==> src/rtl/dsa_pkg.sv <==
// Shared DSA definitions: memory-map addresses, STATUS layout and the result-bus FSM states.
package dsa_pkg;

    // Operand feeder addresses; this block does not decode them, so they read back as 0 here.
    localparam logic [31:0] DSA_ADDR_OPA     = 32'hC400_0004;
    localparam logic [31:0] DSA_ADDR_OPB     = 32'hC400_0008;
    localparam logic [31:0] DSA_ADDR_OPCTRL  = 32'hC400_000C;

    localparam logic [31:0] DSA_ADDR_RESULT  = 32'hC400_0000;
    localparam logic [31:0] DSA_ADDR_STATUS  = 32'hC400_0010;
    localparam logic [31:0] DSA_ADDR_CTRL    = 32'hC400_0014;
    localparam logic [31:0] DSA_ADDR_DROPCNT = 32'hC400_0018;

    localparam int ST_EMPTY_BIT = 0;
    localparam int ST_FULL_BIT  = 1;
    localparam int ST_OVF_BIT   = 2;
    localparam int ST_CNT_LSB   = 8;
    localparam int ST_CNT_W     = 8;

    localparam int CTRL_FLUSH_BIT = 0;
    localparam int DROPCNT_W      = 16;

    typedef enum logic [1:0] {
        BUS_IDLE = 2'd0,
        BUS_WAIT = 2'd1,
        BUS_RESP = 2'd2
    } bus_state_e;

endpackage

==> src/rtl/rbuf_fifo.sv <==
// Synchronous result FIFO; flush dominates push and pop, push is ignored when full.
module rbuf_fifo #(
    parameter int W     = 32,
    parameter int DEPTH = 8
) (
    input  logic                     clk_i,
    input  logic                     rst_i,
    input  logic                     push_i,
    input  logic [W-1:0]             data_i,
    input  logic                     pop_i,
    input  logic                     flush_i,
    output logic [W-1:0]             head_o,
    output logic [$clog2(DEPTH):0]   count_o,
    output logic                     full_o,
    output logic                     empty_o
);
    localparam int AW = $clog2(DEPTH);

    logic [DEPTH-1:0][W-1:0] mem;
    logic [AW-1:0]           wr_ptr, rd_ptr;
    logic [AW:0]             count_q;
    logic                    push_ok, pop_ok;

    assign full_o  = (count_q == (AW+1)'(DEPTH));
    assign empty_o = (count_q == '0);
    assign push_ok = push_i && !full_o && !flush_i;
    assign pop_ok  = pop_i && !empty_o && !flush_i;
    assign head_o  = mem[rd_ptr];
    assign count_o = count_q;

    always_ff @(posedge clk_i or posedge rst_i) begin
        if (rst_i) begin
            wr_ptr  <= '0;
            rd_ptr  <= '0;
            count_q <= '0;
        end else if (flush_i) begin
            wr_ptr  <= '0;
            rd_ptr  <= '0;
            count_q <= '0;
        end else begin
            if (push_ok) wr_ptr <= wr_ptr + AW'(1);
            if (pop_ok)  rd_ptr <= rd_ptr + AW'(1);
            case ({push_ok, pop_ok})
                2'b10:   count_q <= count_q + (AW+1)'(1);
                2'b01:   count_q <= count_q - (AW+1)'(1);
                default: count_q <= count_q;
            endcase
        end
    end

    // Storage carries no reset; entries are only observable once counted.
    always_ff @(posedge clk_i) begin
        if (push_ok) mem[wr_ptr] <= data_i;
    end

endmodule

==> src/rtl/dsa_result_buffer.sv <==
// DSA result buffer: FIFO of FP results behind a memory-mapped RESULT/STATUS/CTRL/DROPCNT port.
// Optional DROPCNT register is built when DSA_RBUF_DROPCNT_EN is defined.
module dsa_result_buffer
    import dsa_pkg::*;
#(
    parameter int XLEN  = 32,
    parameter int DEPTH = 8
) (
    input  logic            clk_i,
    input  logic            rst_i,
    input  logic            S_DEVICE_strobe_i,
    input  logic [XLEN-1:0] S_DEVICE_addr_i,
    input  logic            S_DEVICE_rw_i,
    input  logic [XLEN-1:0] S_DEVICE_data_i,
    output logic            S_R_DEVICE_ready_o,
    output logic [XLEN-1:0] S_R_DEVICE_data_o,
    input  logic            r_valid_i,
    input  logic [XLEN-1:0] r_data_i,
    output logic            full_o,
    output logic            empty_o
);
    localparam int AW = $clog2(DEPTH);

    bus_state_e      state_q, state_d;
    logic            fifo_full, fifo_empty;
    logic [AW:0]     fifo_count;
    logic [XLEN-1:0] fifo_head;
    logic            idle_strobe, is_result, is_status, is_ctrl;
    logic            pop, flush, drop, load_rdata, ovf_q;
    logic [XLEN-1:0] rdata_d, rdata_q, status_word, reg_rdata;
    logic            unused_wdata;

    assign unused_wdata = ^S_DEVICE_data_i[XLEN-1:1];

    assign idle_strobe = (state_q == BUS_IDLE) && S_DEVICE_strobe_i;
    assign is_result   = (S_DEVICE_addr_i == XLEN'(DSA_ADDR_RESULT));
    assign is_status   = (S_DEVICE_addr_i == XLEN'(DSA_ADDR_STATUS));
    assign is_ctrl     = (S_DEVICE_addr_i == XLEN'(DSA_ADDR_CTRL));
    assign flush       = idle_strobe && S_DEVICE_rw_i && is_ctrl && S_DEVICE_data_i[CTRL_FLUSH_BIT];
    // A push coinciding with a flush is discarded silently, not counted as a drop.
    assign drop        = r_valid_i && fifo_full && !flush;

    rbuf_fifo #(.W(XLEN), .DEPTH(DEPTH)) u_fifo (
        .clk_i   (clk_i),
        .rst_i   (rst_i),
        .push_i  (r_valid_i),
        .data_i  (r_data_i),
        .pop_i   (pop),
        .flush_i (flush),
        .head_o  (fifo_head),
        .count_o (fifo_count),
        .full_o  (fifo_full),
        .empty_o (fifo_empty)
    );

    assign full_o  = fifo_full;
    assign empty_o = fifo_empty;

    always_ff @(posedge clk_i or posedge rst_i) begin
        if (rst_i) ovf_q <= 1'b0;
        else if (flush) ovf_q <= 1'b0;
        else if (drop) ovf_q <= 1'b1;
    end

`ifdef DSA_RBUF_DROPCNT_EN
    logic [DROPCNT_W-1:0] dropcnt_q;
    logic                 is_dropcnt;

    assign is_dropcnt = (S_DEVICE_addr_i == XLEN'(DSA_ADDR_DROPCNT));

    always_ff @(posedge clk_i or posedge rst_i) begin
        if (rst_i) dropcnt_q <= '0;
        else if (flush) dropcnt_q <= '0;
        else if (drop && (dropcnt_q != '1)) dropcnt_q <= dropcnt_q + DROPCNT_W'(1);
    end
`endif

    always_comb begin
        status_word = '0;
        status_word[ST_EMPTY_BIT] = fifo_empty;
        status_word[ST_FULL_BIT]  = fifo_full;
        status_word[ST_OVF_BIT]   = ovf_q;
        status_word[ST_CNT_LSB +: ST_CNT_W] = ST_CNT_W'(fifo_count);
    end

    always_comb begin
        reg_rdata = '0;
        if (is_status) reg_rdata = status_word;
`ifdef DSA_RBUF_DROPCNT_EN
        else if (is_dropcnt) reg_rdata = XLEN'(dropcnt_q);
`endif
    end

    always_ff @(posedge clk_i or posedge rst_i) begin
        if (rst_i) state_q <= BUS_IDLE;
        else       state_q <= state_d;
    end

    always_comb begin
        state_d = state_q;
        case (state_q)
            BUS_IDLE: if (S_DEVICE_strobe_i) begin
                if (!S_DEVICE_rw_i && is_result && fifo_empty) state_d = BUS_WAIT;
                else                                           state_d = BUS_RESP;
            end
            BUS_WAIT: if (!fifo_empty) state_d = BUS_RESP;
            BUS_RESP: state_d = BUS_IDLE;
            default:  state_d = BUS_IDLE;
        endcase
    end

    always_comb begin
        pop        = 1'b0;
        load_rdata = 1'b0;
        rdata_d    = '0;
        case (state_q)
            BUS_IDLE: if (idle_strobe) begin
                if (!S_DEVICE_rw_i && is_result) begin
                    pop        = !fifo_empty;
                    load_rdata = !fifo_empty;
                    rdata_d    = fifo_head;
                end else begin
                    load_rdata = 1'b1;
                    rdata_d    = S_DEVICE_rw_i ? '0 : reg_rdata;
                end
            end
            BUS_WAIT: begin
                pop        = !fifo_empty;
                load_rdata = !fifo_empty;
                rdata_d    = fifo_head;
            end
            default: ;
        endcase
    end

    assign S_R_DEVICE_ready_o = (state_q == BUS_RESP);

    // Read data holds between responses so software may sample it late.
    always_ff @(posedge clk_i or posedge rst_i) begin
        if (rst_i)           rdata_q <= '0;
        else if (load_rdata) rdata_q <= rdata_d;
    end

    assign S_R_DEVICE_data_o = rdata_q;

endmodule

==> config.mk <==
export PLATFORM = sky130hd
export DESIGN_NAME = dsa_result_buffer
export DESIGN_NICKNAME = d
export VERILOG_FILES = /design/src/rtl/dsa_pkg.sv /design/src/rtl/rbuf_fifo.sv /design/src/rtl/dsa_result_buffer.sv
export SDC_FILE = /design/constraint.sdc
export NUM_CORES = 1
export LEC_CHECK = 0
export CAP_MARGIN = 15
export CORE_ASPECT_RATIO = 0.8
export CORE_MARGIN = 2
export CORE_UTILIZATION = 60
export CTS_CLUSTER_DIAMETER = 40
export DETAILED_ROUTE_END_ITERATION = 12
export GPL_ROUTABILITY_DRIVEN = 0
export PLACE_DENSITY = 0.81
export SETUP_SLACK_MARGIN = 0.05
export SYNTH_ARGS = -nofsm -noshare
export SYNTH_HDL_FRONTEND = slang
export SYNTH_SLANG_ARGS = --single-unit
==> constraint.sdc <==
create_clock -name clk_i -period 6.46 [get_ports clk_i]
set_input_delay 1.292 -clock clk_i [delete_from_list [all_inputs] [get_ports clk_i]]
set_output_delay 1.292 -clock clk_i [all_outputs]
set_load 0.005 [all_outputs]
==> reports/qor.txt <==
worst-case clock buffer depth: 3
area occupied by multi-input gates: 2990 sq um
CP max stage delay: 0.53 ns
clk_lat worst skew: 0.54 ns
critical path arrival: 5.01 ns
Starting Density: 60.7%
Int Pwr: 3.58 mW
Hold Crit Class: register to register
Clock power frac: 36.1%
first-pass GRT wire length: 37.0 mm
sum of negative setup slack: 0 ns
vias per cell: 6.02
Finished Core Util: 72.9%
total power: 4.69 mW
synthesized area per cell: 19.9 sq um
largest net degree at the start of global routing: 46
row count: 46
antenna cell count: 0
Port Buffers: 104
Synth Area in XOR/XNOR: 0.431%
crit start category: primary input
synth unique cells: 51
Top FF cell, synth: edfxtp_1
crit path time final: 4.56 ns
drt drc: 0
DIE AREA: 21000 sq um
initial antenna violation count: 0
leading post-synthesis cells by cell area: edfxtp_1 (65%), mux4_2 (12%), dfrtp_1 (9.5%)
die height: 130 microns
Pleak: 4.64 nW
area delta synth->final: 20.1%
Syn Nets: 706
Clock transition at path regs: 0.06 ns
vias in the first global route: 6470
Worst Tran Pin Value: 1.12 ns
logic gate share of total power: 11.0%
mux share of post-synthesis cell area: 14.8%
Highest Clock Rate: 219 MHz
pwr dens: 328 nW/um^2
synthesized cell area: 11900 sq um
Pre-antenna DRT Iters: 6
Setup CP Type: primary input to register
Setup Buffers After CTS: 0
CP max-delay cell: nor4b_4
Post-Route WL: 23.9 mm
switching share of total power: 23.7%
top-area cell type share of the netlist area: 64.5%
sequential share of the synthesized area: 74.0%
CTS tree: built
I/O pin cnt: 136
P_sw: 1.11 mW
outcome: completed
htree depth: 1
share of cells above drive strength 1: 23.0%
Bufs and invs on worst path: 1
CP Cell Sequence: clkdlybuf4s50_1 > or3_4 > or4_4 > nor4b_4 > o21ai_2 > nor2_1 > ha_1 > nand3_1 > a21oi_1 > or3b_2 > a311o_1 > o211ai_1
1st-iter DRT viols: 488
Max Cap Viol: 0
register area: 8820 sq um
Max IR drop VDD: 0.000247 V
clock sink total: 301
RSZ-0062 raised after global routing: false
dpl hpwl: 13.9 mm
Final Cycle Share: 70.6%
nets: 828
#FFs+latches synth: 301
number of CTS-inserted buffers: 31
Synth area leader: edfxtp_1
drt wl/cell: 23.7 microns
endpoints failing hold: 0
post-synthesis cell count: 600
via count: 6070
most frequent cells in the layout: edfxtp_1 (256), clkdlybuf4s50_1 (104), mux4_2 (64), dfrtp_1 (42), nand2_1 (39)
Seq pwr share: 52.9%
CP Capture Type: register
Ys Warns: 0
GRT overflow: 0
GRT Util Overall: 23.7%
setup violators final: 0
Compound-Gate Fraction of Synth Area: 4.59%
Top delay family on crit path: simple AND/OR/NAND/NOR gates
Synth Area in Simple Gates: 4.19%
Chip Width: 162 microns
Slew Viols, Final: 0
Adder-Cell Fraction of Synth Area: 0.588%
Filler Cells Inserted: 1148
critical path fanouts, max: 7
Slew HR: 25.1%
worst endpoint required time: 6.91 ns
Detail Route Antenna Nets: 0
ys async rst share: 15.0%
Post-synth EDFFs: 256
Root Buffer: clkbuf_16
post_cts resized: 0
largest family of logic cells by synthesized area: multiplexers
commonest non-fill, non-tap cell in the layout: edfxtp_1
core area: 19600 sq um
Setup Skew: 0.0106 ns
hold-fix buffers at CTS: 0
[power groups by stage]
| stage | Sequential [mW] | Combinational, mW | Clock, mW |
|---|---|---|---|
| global route | 2.50 | 0.560 | 1.79 |
| detailed placement | 2.52 | 0.520 | 0 |
| CTS | 2.48 | 0.525 | 1.72 |
| global placement | 2.49 | 0.501 | 0 |
| floorplan | 2.49 | 0.287 | 0 |
| finish | 2.48 | 0.517 | 1.69 |
[sequential cells by signal, indices dropped and copies added, names as in the netlist]
signal / flops
u_fifo.count_o: 4
state_q: 2
ovf_q: 1
u_fifo.rd_ptr: 3
S_R_DEVICE_data_o: 32
u_fifo.mem: 256
u_fifo.wr_ptr: 3
[logic make-up (layout without fill, tap and decap cells)]
| kind of cell | after synthesis | after routing |
|---|---|---|
| xor gates and xnor gates | 5 | 5 |
| buffers and inverters | 38 | 182 |
| and+or+nand+nor | 94 | 94 |
| AOI/OAI and AO/OA | 61 | 61 |
| muxes | 96 | 96 |
| DFF | 301 | 301 |
| adders and majority gates | 5 | 5 |
[stage by stage]
stage               area (sq um)  setup slack, ns  hold WS (ns)  std cells
finish                     14300             1.90         0.477       1008
global route               14300             1.71         0.499       1008
CTS                        14300             1.95         0.483       1008
detailed placement         13300             1.38         0.469        953
global placement           13300             1.55         0.460        953
floorplan                  11900             1.61         0.463        600
[final timing paths]
check	startpoint	end	slack, ns	cells past startpoint
max in group asynchronous	rst_i	u_fifo.rd_ptr[0]$_DFFE_PP0P_	4.65	3
worst max register to register	u_fifo.count_o[0]$_DFFE_PP0P_	u_fifo.count_o[3]$_DFFE_PP0P_	3.16	9
worst min-delay path	S_R_DEVICE_data_o[31]$_DFFE_PP0P_	S_R_DEVICE_data_o[31]$_DFFE_PP0P_	0.48	2
worst min register to register	S_R_DEVICE_data_o[31]$_DFFE_PP0P_	S_R_DEVICE_data_o[31]$_DFFE_PP0P_	0.48	2
min in group asynchronous	rst_i	S_R_DEVICE_data_o[5]$_DFFE_PP0P_	1.27	3
worst max-delay path	S_DEVICE_addr_i[1]	u_fifo.count_o[3]$_DFFE_PP0P_	1.90	12
[cells in the mapped netlist, drive strengths merged (2+ instances only)]
| master | instances |
|---|---|
| a211o | 2 |
| a21oi | 4 |
| a2bb2oi | 7 |
| buf | 17 |
| clkbuf | 15 |
| dfrtp | 45 |
| edfxtp | 256 |
| ha | 4 |
| inv | 6 |
| mux2i | 32 |
| mux4 | 64 |
| nand2 | 39 |
| nand2b | 3 |
| nand3 | 6 |
| nand3b | 2 |
| nand4 | 2 |
| nor2 | 15 |
| nor2b | 4 |
| nor3 | 5 |
| nor4 | 7 |
| nor4b | 4 |
| o2111ai | 2 |
| o211ai | 3 |
| o21ai | 12 |
| o31ai | 26 |
| or3 | 3 |
| or4 | 2 |
| xnor2 | 2 |
| xor2 | 3 |
[routing by layer]
layer / global-route usage [%] / routed length [microns] / vias to the layer above / part of all wire (%)
li1: - / - / 2698 / -
met1: 31.7 / 9810 / 3181 / 41
met2: 42.0 / 12600 / 165 / 53
met3: 3.94 / 1230 / 26 / 5.1
met4: 5.15 / 292 / 0 / 1.2
met5: 0 / 0 / - / 0
[final cells by class]
class | count | share of cell area [%]
multi-input combinational | 261 | 20.9
tap | 264 | 2.31
clock inverter | 13 | 0.892
sequential | 301 | 61.6
clock buffer | 42 | 5.93
timing repair buffer | 121 | 8.17
inverter | 6 | 0.157
[worst min-delay path, cell delays in order (launching register included)]
cell     delay, ns
dfrtp_1       0.34
nand2_1       0.05
o31ai_1       0.05
Power figures use the tool's default switching activity.
